--- src/rtl/svnet_pkg.sv ---
// Shared svnet helpers: count-width function and the multi-lane FIFO instantiation macro.
package svnet_pkg;

   function automatic int svnet_count_width(input int n);
      return $clog2(n) + 1;
   endfunction

endpackage

`ifndef SVNET_REG_FIFO_MULTI
`define SVNET_REG_FIFO_MULTI(name, depth, wr_lanes, rd_lanes) \
   svnet_reg_fifo_multi #(.DEPTH(depth), .WR_LANES(wr_lanes), .RD_LANES(rd_lanes)) name (.*);
`endif

--- src/rtl/svnet_reg_fifo_multi_next.sv ---
// Combinational next-image of the FIFO storage: pop r from the head, append w behind the survivors.
module svnet_reg_fifo_multi_next
   import svnet_pkg::*;
#(
   parameter int WIDTH    = 1,
   parameter int DEPTH    = 4,
   parameter int WR_LANES = 1,
   localparam int CW      = svnet_count_width(DEPTH)
) (
   input  logic [DEPTH-1:0][WIDTH-1:0]    entries,
   input  logic [CW-1:0]                  used_space,
   input  logic [CW-1:0]                  r,
   input  logic [CW-1:0]                  w,
   input  logic [WR_LANES-1:0][WIDTH-1:0] write_data,
   output logic [DEPTH-1:0][WIDTH-1:0]    next_entries
);

   // Constant-index loops keep the shift and append muxes free of variable indexing.
   always_comb begin
      int base;
      base = int'(used_space) - int'(r);
      for (int i = 0; i < DEPTH; i++) begin
         next_entries[i] = '0;
         for (int j = 0; j < DEPTH; j++) begin
            if (j == i + int'(r)) next_entries[i] = entries[j];
         end
         for (int k = 0; k < WR_LANES; k++) begin
            if ((i == base + k) && (k < int'(w))) next_entries[i] = write_data[k];
         end
      end
   end

endmodule

--- src/rtl/svnet_reg_fifo_multi.sv ---
// Multi-lane register FIFO: holds the storage, clamps lane counts, derives flags and the sticky error.
module svnet_reg_fifo_multi
   import svnet_pkg::*;
#(
   parameter int WIDTH        = 1,
   parameter int DEPTH        = 4,
   parameter int WR_LANES     = 1,
   parameter int RD_LANES     = 1,
   parameter int ALMOST_FULL  = DEPTH - 1,
   parameter int ALMOST_EMPTY = 1,
   localparam int CW          = svnet_count_width(DEPTH),
   localparam int WCW         = svnet_count_width(WR_LANES),
   localparam int RCW         = svnet_count_width(RD_LANES)
) (
   input  logic                           clk,
   input  logic                           rst_n,
   input  logic                           flush,
   output logic [CW-1:0]                  free_space,
   output logic                           almost_full,
   input  logic [WCW-1:0]                 write_count,
   input  logic [WR_LANES-1:0][WIDTH-1:0] write_data,
   output logic [CW-1:0]                  used_space,
   output logic                           almost_empty,
   output logic [RD_LANES-1:0][WIDTH-1:0] read_data,
   input  logic [RCW-1:0]                 read_count,
   output logic                           error
);

   logic [DEPTH-1:0][WIDTH-1:0] entries;
   logic [DEPTH-1:0][WIDTH-1:0] next_entries;
   logic [CW-1:0]               r;
   logic [CW-1:0]               w;
   logic                        violation;

   // Write credit is taken from the registered free space only, so a same-cycle pop never frees room.
   always_comb begin
      int used_i;
      int free_i;
      int wc_i;
      int rc_i;
      int r_i;
      int w_i;
      used_i = int'(used_space);
      free_i = DEPTH - used_i;
      wc_i   = int'(write_count);
      rc_i   = int'(read_count);
      r_i    = rc_i;
      if (r_i > RD_LANES) r_i = RD_LANES;
      if (r_i > used_i)   r_i = used_i;
      w_i    = wc_i;
      if (w_i > WR_LANES) w_i = WR_LANES;
      if (w_i > free_i)   w_i = free_i;
      violation = (wc_i > free_i) || (wc_i > WR_LANES) || (rc_i > used_i) || (rc_i > RD_LANES);
      r = CW'(r_i);
      w = CW'(w_i);
   end

   svnet_reg_fifo_multi_next #(
      .WIDTH    (WIDTH),
      .DEPTH    (DEPTH),
      .WR_LANES (WR_LANES)
   ) u_next (
      .entries      (entries),
      .used_space   (used_space),
      .r            (r),
      .w            (w),
      .write_data   (write_data),
      .next_entries (next_entries)
   );

   // Flush wins over any same-cycle traffic and also clears the sticky error.
   always_ff @(posedge clk or negedge rst_n) begin
      if (!rst_n) begin
         entries    <= '0;
         used_space <= '0;
         error      <= 1'b0;
      end else if (flush) begin
         entries    <= '0;
         used_space <= '0;
         error      <= 1'b0;
      end else begin
         entries    <= next_entries;
         used_space <= used_space - r + w;
         error      <= error | violation;
      end
   end

   assign free_space   = CW'(DEPTH) - used_space;
   assign almost_full  = int'(used_space) >= ALMOST_FULL;
   assign almost_empty = int'(used_space) <= ALMOST_EMPTY;

   always_comb begin
      for (int i = 0; i < RD_LANES; i++) read_data[i] = entries[i];
   end

endmodule

--- config.mk ---
export PLATFORM = sky130hd
export DESIGN_NAME = svnet_reg_fifo_multi
export DESIGN_NICKNAME = d
export VERILOG_FILES = /design/src/rtl/svnet_pkg.sv /design/src/rtl/svnet_reg_fifo_multi_next.sv /design/src/rtl/svnet_reg_fifo_multi.sv
export SDC_FILE = /design/constraint.sdc
export NUM_CORES = 1
export LEC_CHECK = 0
export ABC_AREA = 1
export ABC_CLOCK_PERIOD_IN_PS = 3600
export BUFFER_PORTS_ARGS = -buffer_cell sky130_fd_sc_hd__buf_2
export CAP_MARGIN = 20
export CORE_UTILIZATION = 53
export CTS_CLUSTER_SIZE = 10
export DETAILED_ROUTE_END_ITERATION = 8
export PLACE_DENSITY_LB_ADDON = 0.08
export SLEW_MARGIN = 15
export SYNTH_ARGS = -nofsm -noshare
export SYNTH_HDL_FRONTEND = slang
export SYNTH_SLANG_ARGS = --single-unit
export TNS_END_PERCENT = 20
--- constraint.sdc ---
create_clock -name clk -period 3.6 [get_ports clk]
set_clock_uncertainty 0.2 [all_clocks]
set_input_delay 0.18 -clock clk [delete_from_list [all_inputs] [get_ports clk]]
set_output_delay 0.18 -clock clk [all_outputs]
set_load 0.05 [all_outputs]
======== Word-level counts from Yosys, hierarchy flattened ========
Cells that the tools add are included.
storage, ports and cells
  flip-flop bits (word level) ............. 8
  bits of input ports ..................... 6
  output and inout bits ................... 10
cells by class
  $add $sub $neg .......................... 8
  magnitude comparators ................... 5
  equal/unequal tests ..................... 19
  multiplexer cells ....................... 25
  bitwise gates (word level) .............. 1
  reductions and logical operators ........ 10
operators by type and width
  cell                                                                                 number
  3-bit by 32-bit == test with 1-bit output, first input constant                      8
  32-bit zero test                                                                     5
  2-bit by 32-bit == test with 1-bit output, first input constant                      4
  1-bit two-way mux                                                                    21
  3-bit two-way mux                                                                    3
  2-bit by 3-bit adder with 4-bit output, first input constant                         2
  3-bit == test, first input constant                                                  2
  6-bit != test, second input constant                                                 1
  5-bit != test, second input constant                                                 1
  1-bit by 3-bit adder with 4-bit output, first input constant                         1
  2-bit by 4-bit greater-than comparator with 1-bit output                             1
  1-bit logical AND                                                                    4
  4-bit two-way mux                                                                    1
  4-bit != test, second input constant                                                 1
  3-bit by 3-bit subtractor with 4-bit output                                          1
  3-bit by 3-bit subtractor with 4-bit output, first input constant                    1
  3-bit adder                                                                          1
  2-bit by 3-bit == test with 1-bit output, first input constant                       1
  3-bit by 2-bit greater-or-equal comparator with 1-bit output, second input constant  1
  1-bit by 3-bit greater-than comparator with 1-bit output                             1
  3-bit by 1-bit less-or-equal comparator with 1-bit output, second input constant     1
  1-bit by 3-bit less-than comparator with 1-bit output, first input constant          1
  3-bit != test, second input constant                                                 1
  3-bit subtractor                                                                     1
  other kinds (3)                                                                      3

======== Logic depth before layout (Yosys ltp) ========
  word-level depth ........................ 10
  mapped depth ............................ 17
  gate-level depth less buffers ........... 17

======== Hierarchy ========
Synthesis repeated with hierarchy kept, for this count alone.
second synthesis, totals
  cell total of the unflattened synthesis .. 144
  area total of the unflattened synthesis .. 933.4 µm²
by module, submodules not included
  module                     instances  cells each  area an instance (µm²)
  svnet_reg_fifo_multi       1          73          570.5
  svnet_reg_fifo_multi_next  1          71          362.8

======== Worst setup path after synthesis ========
No wires, ideal clock.
  path kind ............................... register to register
  start ................................... register used_space[0]
  end ..................................... register used_space[2]
  library setup time ...................... 125 ps
  arrival time ............................ 3081 ps
  data required time ...................... 3275 ps
  slack ................................... 194 ps
  stages on the path, launching flop included .. 11
  path buffers ............................ 0
  period minus slack after synthesis ...... 3406 ps
  path through ............................ dfrtp_1 inv_1 ha_1 inv_1 a31oi_1 nor2_1 ha_1 fa_1 xnor2_1 o21ai_0 a21oi_1
on the way
  cells in the longest elaborated chain, start to end .. 5
  elaborated cells on any way between the ends .. 8
  those cells by class .................... add/sub (3); order compare (2); mux (3)
RTL lines
  item                                                                                                                     RTL line                                                text
  start: declaration                                                                                                       svnet_reg_fifo_multi.sv:22                              output logic [CW-1:0] used_space,
  start signal: assignment                                                                                                 svnet_reg_fifo_multi.sv:83                              used_space <= used_space - r + w;
  3-bit by 3-bit subtractor with 4-bit output or 1-bit by 3-bit greater-than comparator with 1-bit output (tied branches)  svnet_reg_fifo_multi.sv:44, svnet_reg_fifo_multi.sv:49
  2-bit by 4-bit greater-than comparator with 1-bit output or 3-bit two-way mux (tied branches)                            svnet_reg_fifo_multi.sv:52, svnet_reg_fifo_multi.sv:49
  3-bit two-way mux or 3-bit subtractor (tied branches)                                                                    svnet_reg_fifo_multi.sv:52, svnet_reg_fifo_multi.sv:83
  3-bit adder *                                                                                                            svnet_reg_fifo_multi.sv:83
  3-bit two-way mux *                                                                                                      svnet_reg_fifo_multi.sv:77                              end else if (flush) begin
Mark *: on every way between the ends. The rest lies on a longest branch, timed or not.
A chain may end at the register's enable or synchronous reset.

======== Final worst setup path ========
Ends and elaborated chain as after synthesis.

==> flow_metrics.py <==
metrics = {
    "detailed_routing": {
        "firstDrtPassIters": 2,
        "vias_per_cell": 4.91,
        "drtIter0Drc": 7,
        "ant_nets": 0,
        "drc": 0,
        "drt-total-wl_um": 1510,
        "post_drt_wl_per_cell_um": 10.2,
        "vias": 727,
    },
    "status": {
        "status": "complete, no violations",
    },
    "layout": {
        "nets": 153,
        "multiInputGateArea_um2": 504,
        "fill_cells": 128,
        "area.growth.synth_to_final_pct": 14.5,
        "regArea_um2": 200,
        "drive_gt1_share_pct": 18.8,
        "n_antenna_cell": 0,
    },
    "worst_setup_path": {
        "criticalPathCategory": "reg -> reg",
        "cp.required_ns": 3.57,
        "reg2regPathDepth": 12,
        "rr_startpoint": "used_space[0]",
        "crit_slowest_cell": "dfrtp_1",
        "start_kind": "register",
        "worstPathMaxFanout": 9,
        "max_stage_delay_ns": 0.48,
        "reg2reg_to": "used_space[2]",
        "worstPathArrival_ns": 2.84,
        "cpMostUsedCell": "ha_1",
        "worstPathCellList": "ha_1 > nor2_1 > nand2_2 > nand2_2 > o21ai_4 > ha_1 > inv_1 > ha_1 > fa_1 > xnor2_1 > o21ai_0 > a21oi_1",
        "critPathCaptureType": "register",
        "reg2reg_slack_ns": 0.72,
    },
    "logic_synthesis": {
        "yosysMostFrequentCell": "inv_1",
        "yosysSeqAreaShare_pct": 24.7,
        "netlist_instances": 115,
        "synth_top_area_share_pct": 24.7,
        "ys_seq_elements": 8,
        "ys_top_cells_by_area": "dfrtp_1, ha_1, inv_1",
        "syn_area_per_cell_um2": 7.04,
        "async_reset_ff_share_pct": 100,
        "yosys_most_used_dff": "dfrtp_1",
        "synthDistinctLibCells": 22,
        "synth_warnings": 0,
        "synth_top_area_cell": "dfrtp_1",
        "synth_edf_count": 0,
        "synth_commonest_cells": "inv_1, nand2_1, nor2_1",
        "synthesis.area_um2": 810,
        "syn_nets": 133,
    },
    "die": {
        "die_y_um": 41.1,
        "coreArea_mm2": 0.00137,
        "ioPinCount": 16,
        "initial_core_util_pct": 59.2,
        "die_w_um": 41.1,
        "dieArea_mm2": 0.00169,
        "rows": 13,
    },
    "placed_design": {
        "port_buffers": 15,
        "dpl.hpwl_um": 1300,
        "gp_congestion": 0.753,
    },
    "cts": {
        "clock_sinks": 8,
        "root_buffer": "clkbuf_4",
        "postCtsResizedCells": 0,
        "clock_path_buffers": 2,
        "cts_tree": "yes",
        "htreeDepth": 1,
        "cts_buffers": 3,
        "clock_latency_ns": 0.24,
        "clkTransAtPathRegs_ns": 0.05,
    },
    "run": {
        "cap_viol_max_count": 0,
    },
    "timing": {
        "setup_viol": 0,
        "fmax_mhz": 348,
        "min_period_ns": 2.88,
        "final.setup.tns_ns": 0,
        "slew_violations": 0,
        "rsz0062_at_grt": "false",
        "fin_crit_sh_pct": 79.9,
        "hold_violations": 0,
    },
    "grt": {
        "first_global_vias": 602,
        "gr-total-overflow": 0,
        "grt_usage_pct": 21.5,
        "grt_pass1_wl_um": 2290,
        "grt_max_degree": 12,
        "antenna_found_initial": 0,
    },
    "worst_hold_path": {
        "min_path_type": "in -> async",
    },
}
==> worst max-delay path, delay by kind of cell, from the launching register on <==
family | cells | cell delay [ns]
compound gates | 3 | 0.31
simple gates | 3 | 0.40
buf+inv | 1 | 0.04
fa+ha+maj | 4 | 1.17
xor+xnor | 1 | 0.19
flops | 1 | 0.48
==> cell type report <==
cell class / instances / share of cell area (%)
timing repair buffer: 17 / 10.3
clock buffer: 3 / 2.43
tap: 15 / 2.02
inverter: 23 / 9.31
sequential: 8 / 21.6
multi-input combinational: 82 / 54.4
==> worst max path at each step <==
stage                             start            end
after global routing      used_space[0]     entries[3]
after CTS                 used_space[0]  used_space[2]
after detailed placement  used_space[0]  used_space[2]
after floorplan           used_space[0]  used_space[2]
after global placement    used_space[0]  used_space[2]
final                     used_space[0]  used_space[2]
==> cell families (layout without fill, tap and decap cells) <==
| group | Yosys count | after routing | synth area share, % |
|---|---|---|---|
| xor gates and xnor gates | 2 | 2 | 2.16 |
| buffers and inverters | 25 | 43 | 13.0 |
| other | 2 | 2 | 0.928 |
| adders and majority gates | 12 | 12 | 19.5 |
| DFF | 8 | 8 | 24.7 |
| AOI/OAI and AO/OA | 15 | 15 | 11.4 |
| and+or+nand+nor | 51 | 51 | 28.3 |
==> placed cells by master, fill, tap and decap left out, drive strengths merged <==
| cell type | instances |
|---|---|
| a21oi | 3 |
| a31oi | 1 |
| buf | 15 |
| clkbuf | 3 |
| conb | 2 |
| dfrtp | 8 |
| dlygate4sd3 | 2 |
| fa | 1 |
| ha | 11 |
| inv | 23 |
| nand2 | 26 |
| nand3 | 8 |
| nand4 | 3 |
| nor2 | 14 |
| o211ai | 1 |
| o21a | 1 |
| o21ai | 9 |
| xnor2 | 2 |
==> stage by stage <==
stage | utilization (%) | cell area, um2 | std cells | hold slack [ns] | setup slack [ns]
after floorplan | - | 810 | 115 | -0.316 | 0.194
after global placement | 64.7 | 885 | 143 | -0.173 | 0.791
after detailed placement | 64.7 | 885 | 143 | -0.172 | 0.710
after CTS | 67.9 | 927 | 148 | 0.0923 | 0.703
after global routing | 67.9 | 927 | 148 | 0.107 | 0.476
final | 67.9 | 927 | 148 | 0.108 | 0.724
==> per-layer routing <==
layer	vias to the layer above	global-route usage, %	share of wire [%]	routed length (um)
met5	-	0	0	0
met1	318	25.2	51	762
met3	2	3.26	2.1	31
met4	0	12.5	0.93	14
met2	11	36.7	46	699
li1	396	-	-	-
==> state kept, by name, indices dropped and copies added, names as in the netlist <==
register	cells
used_space	3
error	1
read_data	1
entries	3
==> what timing repair did <==
| action | in CTS | in global routing |
|---|---|---|
| hold endpoints to repair | 10 | 0 |
| hold buffers | 2 | 0 |
| setup buffers | 0 | 0 |
Power is left out: the tool's default activity adds up to more than one toggle a clock period on the data nets, which glitch-free logic cannot reach.
